### config.mk
export PLATFORM = sky130hd
export DESIGN_NAME = bitonic_loader
export DESIGN_NICKNAME = d
export VERILOG_FILES = /design/src/rtl/bitonic_pkg.sv /design/src/rtl/bitonic_loader.sv
export SDC_FILE = /design/constraint.sdc
export NUM_CORES = 1
export LEC_CHECK = 0
export CORE_ASPECT_RATIO = 0.6
export CORE_UTILIZATION = 35
export DETAILED_ROUTE_END_ITERATION = 10
export SLEW_MARGIN = 20
export SYNTH_ARGS = -nofsm -noshare
export SYNTH_HDL_FRONTEND = slang
export SYNTH_SLANG_ARGS = --single-unit
### constraint.sdc
create_clock -name clk -period 2.65 [get_ports clk]
set_clock_uncertainty 0.2 [all_clocks]
set_input_delay 0.265 -clock clk [delete_from_list [all_inputs] [get_ports clk]]
set_output_delay 0.265 -clock clk [all_outputs]
set_load 0.05 [all_outputs]
### src/rtl/bitonic_pkg.sv
// Shared constants, state encoding and helpers for the bitonic network loader.
package bitonic_pkg;

    localparam int DEF_WIDTH = 32;
    localparam int DEF_N     = 8;

    // Pad key: all ones, so padding sorts to the tail of an ascending network.
    localparam logic [DEF_WIDTH-1:0] DEF_PAD_VALUE = '1;

    typedef enum logic {
        FILL   = 1'b0,
        LAUNCH = 1'b1
    } loader_state_e;

    // Index width for an n-entry lane array (at least one bit).
    function automatic int lane_idx_w(input int n);
        return (n <= 1) ? 1 : $clog2(n);
    endfunction

endpackage

### src/rtl/bitonic_loader.sv
// Serial-to-frame loader feeding stage 0 of a non-stalling bitonic sorter.
// Keys arrive one per accepted handshake, fill lanes 0..N-1 in order, and the
// frame is launched with a one-cycle out_valid pulse. Unfilled lanes carry
// PAD_VALUE; out_count tells downstream how many lanes hold real keys.
//
// Handshake: a key transfers on a rising clk edge where in_valid && in_ready.
// in_ready is high only in FILL and only while rst is deasserted. The sender
// must hold in_data/in_valid/in_last stable until the transfer happens; the
// output side has no ready because the sorting network never stalls.
module bitonic_loader
    import bitonic_pkg::*;
#(
    parameter int               WIDTH     = DEF_WIDTH,
    parameter int               N         = DEF_N,
    parameter logic [WIDTH-1:0] PAD_VALUE = {WIDTH{1'b1}}
) (
    input  logic                   clk,
    input  logic                   rst,
    input  logic [WIDTH-1:0]       in_data,
    input  logic                   in_valid,
    input  logic                   in_last,
    output logic                   in_ready,
    output logic [N*WIDTH-1:0]     out_data,
    output logic                   out_valid,
    output logic [$clog2(N+1)-1:0] out_count
);

    localparam int PTR_W = lane_idx_w(N);
    localparam int CNT_W = $clog2(N+1);
    localparam logic [PTR_W-1:0] LAST_LANE = PTR_W'(N - 1);

    loader_state_e      state_q, state_d;
    logic [PTR_W-1:0]   wr_ptr_q, wr_ptr_d;
    logic [WIDTH-1:0]   lane_q [N];
    logic [WIDTH-1:0]   lane_d [N];
    logic [WIDTH-1:0]   lane_next [N];
    logic [N*WIDTH-1:0] out_data_q, out_data_d;
    logic               out_valid_q, out_valid_d;
    logic [CNT_W-1:0]   out_count_q, out_count_d;
    logic               accept;
    logic               launch;

    // Next-state, lane update and launch packing.
    always_comb begin
        state_d     = state_q;
        wr_ptr_d    = wr_ptr_q;
        out_data_d  = out_data_q;
        out_valid_d = 1'b0;
        out_count_d = out_count_q;
        in_ready    = 1'b0;
        accept      = 1'b0;
        launch      = 1'b0;
        for (int i = 0; i < N; i++) begin
            lane_next[i] = lane_q[i];
            lane_d[i]    = lane_q[i];
        end

        case (state_q)
            FILL: begin
                in_ready = rst;
            end
            LAUNCH: begin
                // out_valid is high for this single cycle; resume filling.
                state_d = FILL;
            end
            default: begin
                state_d = FILL;
            end
        endcase

        accept = in_valid && in_ready;

        if (accept) begin
            lane_next[wr_ptr_q] = in_data;
            launch = in_last || (wr_ptr_q == LAST_LANE);
        end

        if (launch) begin
            // Register the frame including the key accepted on this edge,
            // then clear the buffer so the next frame starts fully padded.
            for (int i = 0; i < N; i++) begin
                out_data_d[i*WIDTH +: WIDTH] = lane_next[i];
                lane_d[i]                    = PAD_VALUE;
            end
            out_count_d = CNT_W'(wr_ptr_q) + CNT_W'(1);
            out_valid_d = 1'b1;
            wr_ptr_d    = '0;
            state_d     = LAUNCH;
        end else if (accept) begin
            for (int i = 0; i < N; i++) begin
                lane_d[i] = lane_next[i];
            end
            wr_ptr_d = wr_ptr_q + 1'b1;
        end
    end

    // State, lane buffer and output registers with synchronous active-low reset.
    always_ff @(posedge clk) begin
        if (!rst) begin
            state_q     <= FILL;
            wr_ptr_q    <= '0;
            out_data_q  <= '0;
            out_valid_q <= 1'b0;
            out_count_q <= '0;
            for (int i = 0; i < N; i++) begin
                lane_q[i] <= PAD_VALUE;
            end
        end else begin
            state_q     <= state_d;
            wr_ptr_q    <= wr_ptr_d;
            out_data_q  <= out_data_d;
            out_valid_q <= out_valid_d;
            out_count_q <= out_count_d;
            for (int i = 0; i < N; i++) begin
                lane_q[i] <= lane_d[i];
            end
        end
    end

    assign out_data  = out_data_q;
    assign out_valid = out_valid_q;
    assign out_count = out_count_q;

endmodule

# After elaboration in Yosys (flattened, before gate mapping)
# Memory sizes are Yosys's and may differ from the RTL's.
# Index checks and enable logic that the tools add are counted.
# classes
addsub,2
n_lt_le_gt_ge,2
eq_ne,1
muxes,19
bitwise,10
n_reduce_logical,4
# op_table
cell,n
$mux W256,3
$mux W32,9
$bwmux W256,1
$demux W32 S3,1
$or A1 B1 Y1,8
$mux W1,5
$add A3 B1 Y4 const B,1
$ge A4 B4 Y1 const B,1
$lt A4 B1 Y1 const B,1
$not A3 Y4,1
$add A3 B1 Y3 const B,1
$eq A3 B3 Y1 const B,1
$logic_and A1 B1 Y1,2
$reduce_or A2 Y1,1
$logic_or A1 B1 Y1,1
$not A1 Y1,1
# word_totals
regBits,264
ramBits,256
inputBits,36
out_inout_bits,262
wordCells,43
n_memories,1
# mem_list
memory,depth,width,read_ports,rd_ports_with_merged_regs,wr,line_no,source
lane_q,8,32,8,0,8,bitonic_loader.sv:34,logic [WIDTH-1:0] lane_q [N];

# Depth between registers and ports, before layout
# logic_depth
depth_word,10
depth_mapped,9
ltp_nobuf,5

# Worst setup path after synthesis
# No wires, ideal clock.
# synth_path
path_type,input to output
start,input port rst
end,output port in_ready
arrival_ns,1.865
t_required_ns,2.185
path_slack_ns,0.320
path_stages,5
n_path_buf,4
path_cell_list,buf_2 buf_2 clkbuf_1 clkbuf_1 nor2b_1
# synth_between
elab_chain_cells,1
# synth_rtl
element,line_no,source
start: declaration,bitonic_loader.sv:18,"input logic rst,"
$mux W1,bitonic_loader.sv:58,case (state_q)
end: declaration,bitonic_loader.sv:22,"output logic in_ready,"
# No other way between the ends.

# Worst setup path in the final report
# layout_path
start,"register out_data_q[5], in the netlist out_data[5]"
end,output port out_data[5]
# layout_lines
element,line_no,source
start: declaration,bitonic_loader.sv:37,"logic [N*WIDTH-1:0] out_data_q, out_data_d;"
start signal: assignment,bitonic_loader.sv:111,out_data_q <= out_data_d;
end: declaration,bitonic_loader.sv:23,"output logic [N*WIDTH-1:0] out_data,"
# No word-level cell between the ends.

==> qor.yml <==
antenna_found_initial: 1
cp_num_cells: 1
syn_inst: 2826
boundaryPins: 298
crit_start: "out_data[5]$_SDFFE_PN0P_"
status: "finished clean"
first_global_vias: 22700
vias: 24800
wl_per_cell_um: 27.1
numCtsBuffers: 52
start_util: 0.357
ir_worst_vdd_uv: 485
hold_viol: 0
min_period_over_period: 0.937
worst_setup_path_start_kind: "flop"
max_slew_margin: 0.271
synthFlopType: "dfxtp_1"
crit_type: "flop to primary output"
synthToLayoutAreaGrowth_pct: 26.4
crit_slowest_cell: "clkdlybuf4s50_1"
layout_commonest_cell: "dfxtp_1"
cap_violations: 0
postSynth.asyncResetShare: 0
rsz0062_at_grt: "no"
p_leak_nw: 9.00
critPathMaxFanout: 2
ys_ff_latch: 520
clock_path_buffers: 3
cp_slowest_stage_delay_ns: 0.88
crit_arrival_ns: 2.02
mostFrequentLayoutCells: "dfxtp_1 (519), nand3_1 (515), clkdlybuf4s50_1 (296), nand2_1 (263), o21ai_0 (260)"
crit_buf_inv: 1
synth-edff-count: 0
reg2regPathDepth: 4
ys_warn_count: 0
slew_violations: 0
final_cell_area_um2: 29400
drive_gt1_frac: 0.0918
setup-tns-final_ns: 0
post-dp-hpwl_um: 62900
first_iter_violations: 3558
synth_area_um2: 23300
antenna_cells: 0
h-tree-depth: 2
core_um2: 65100
die_w_um: 335
power_mw: 20.0
insertion_delay_ns: 0.63
worstReg2RegStart: "wr_ptr_q[1]$_SDFFE_PP0P_"
use_met1: 0.415
synth_cell_type_count: 30
groute.usage.overall: 0.293
grt_pass1_wl_um: 152000
whs_ns: 0.236
critPathRequiredTime_ns: 2.18
via_per_inst: 6.48
antenna_violating_nets_post_route: 0
power_density_nw_per_um2: 679
path_cells: "clkdlybuf4s50_1"
final_nets: 2936
synthesis.nets: 2864
port_buffers: 297
ys_seq_area_frac: 0.447
pre_cts_ws_ns: 0.201
drc: 0
die_area_um2: 67600
dpl_cell_area_um2: 27600
reg2reg_slack_ns: 0.19
grt.met2_usage: 0.425
first_pass_iters: 6
fin_ws_ns: 0.167
critPathTopFamily: "buffers and inverters"
min_period_ns: 2.48
cts.sinks: 520
root_buffer: "clkbuf_16"
placementRows: 72
fmax_mhz: 403
setup_viol: 0
grt_max_degree: 162
crit_path_end: "out_data[5]"
met3_usage: 0.0646
routed_wl_um: 104000
cts_resized: 0
r2r_end: "out_data[136]$_SDFFE_PN0P_"
endpoint_kind: "primary output"
grt_overflow: 0
place.gp.congestion: 0.864
avgSynthCellArea_um2: 8.24
tightest_slew_ns: 1.09
chipHeight_um: 202
clk_pin_slew_ns: 0.07
gr-max-usage-layer: "met2"
cts_tree: "yes"
hold_path_class: "primary input to flop"
==> repair_timing <==
| action | CTS | global route |
|---|---|---|
| hold buffers | 1 | 0 |
| endpoints found under the hold margin | 8 | 0 |
| setup buffers | 0 | 0 |
| setup endpoints to repair | 0 | 0 |
==> synthesized netlist by cell type, types with 33 or more instances <==
cell type,n,share of area
nand4_1,256,0.069
o21a_1,33,0.011
o211ai_1,256,0.083
o21ai_0,260,0.056
nand2_1,264,0.043
o2111ai_1,256,0.096
buf_2,104,0.022
nand3_1,515,0.11
buf_1,37,0.0060
clkbuf_1,296,0.048
dfxtp_1,520,0.45
==> kinds of logic (layout without fill, tap and decap cells) <==
family / count (synthesis) / after routing / share of synthesized area
buffers and inverters: 440 / 556 / 0.0773
XOR/XNOR: 1 / 1 / 0.000376
multiplexers: 1 / 1 / 0.000430
AO/OA/AOI/OAI: 808 / 808 / 0.246
AND/OR/NAND/NOR: 1054 / 1054 / 0.228
flip-flops: 520 / 520 / 0.447
adder cells (fa/ha/maj): 2 / 2 / 0.00107
==> worst min-delay path, cell delays in order <==
cell	delay (ns)
clkdlybuf4s50_1	0.40
buf_4	0.20
nand3_1	0.09
nand3_1	0.06
==> state kept, by name (all words and copies together), names as in the netlist <==
| signal | count |
|---|---|
| lane_q | 256 |
| out_count | 4 |
| out_data | 256 |
| out_valid | 1 |
| wr_ptr_q | 3 |
==> per-layer routing <==
| layer | share of wire | vias up | routed length [um] |
|---|---|---|---|
| met3 | 0.11 | 225 | 11300 |
| met1 | 0.42 | 12100 | 43600 |
| met4 | 0.047 | 0 | 4880 |
| met2 | 0.42 | 1477 | 44100 |
| li1 | - | 11000 | - |
| met5 | 0 | - | 0 |
==> power breakdown <==
group / internal, mW / switching [mW] / leakage [nW]
combinational: 1.06 / 2.58 / 3.84
clock: 4.48 / 3.40 / 0.899
sequential: 8.16 / 0.307 / 4.25
==> per-stage QoR <==
stage	cells	utilization
floorplan	2826	-
global placement	3731	0.424
detailed placement	3731	0.424
CTS	3830	0.452
global route	3830	0.452
finish	3830	0.452
==> layout make-up <==
| cell class | instances | area (um2) |
|---|---|---|
| timing repair buffer | 458 | 4930 |
| fill | 6184 | 35700 |
| tap | 888 | 1110 |
| clock inverter | 25 | 241 |
| clock buffer | 73 | 1550 |
| sequential | 520 | 10400 |
| multi-input combinational | 1866 | 11200 |
==> worst min path at each step <==
| stage | cells after the start | endpoint | start | slack (ns) |
|---|---|---|---|---|
| finish | 4 | lane_q[1][1]$_SDFFE_PP1P_ | in_data[1] | 0.24 |
| global placement | 2 | out_count[2]$_SDFFE_PN0P_ | out_count[2]$_SDFFE_PN0P_ | 0.26 |
| detailed placement | 2 | out_count[1]$_SDFFE_PN0P_ | out_count[1]$_SDFFE_PN0P_ | 0.26 |
| global route | 4 | lane_q[0][1]$_SDFFE_PP1P_ | in_data[1] | 0.26 |
| CTS | 4 | lane_q[1][1]$_SDFFE_PP1P_ | in_data[1] | 0.23 |
| floorplan | 2 | lane_q[1][100]$_SDFFE_PP1P_ | lane_q[1][100]$_SDFFE_PP1P_ | 0.26 |
(Power assumes the default switching activity.)
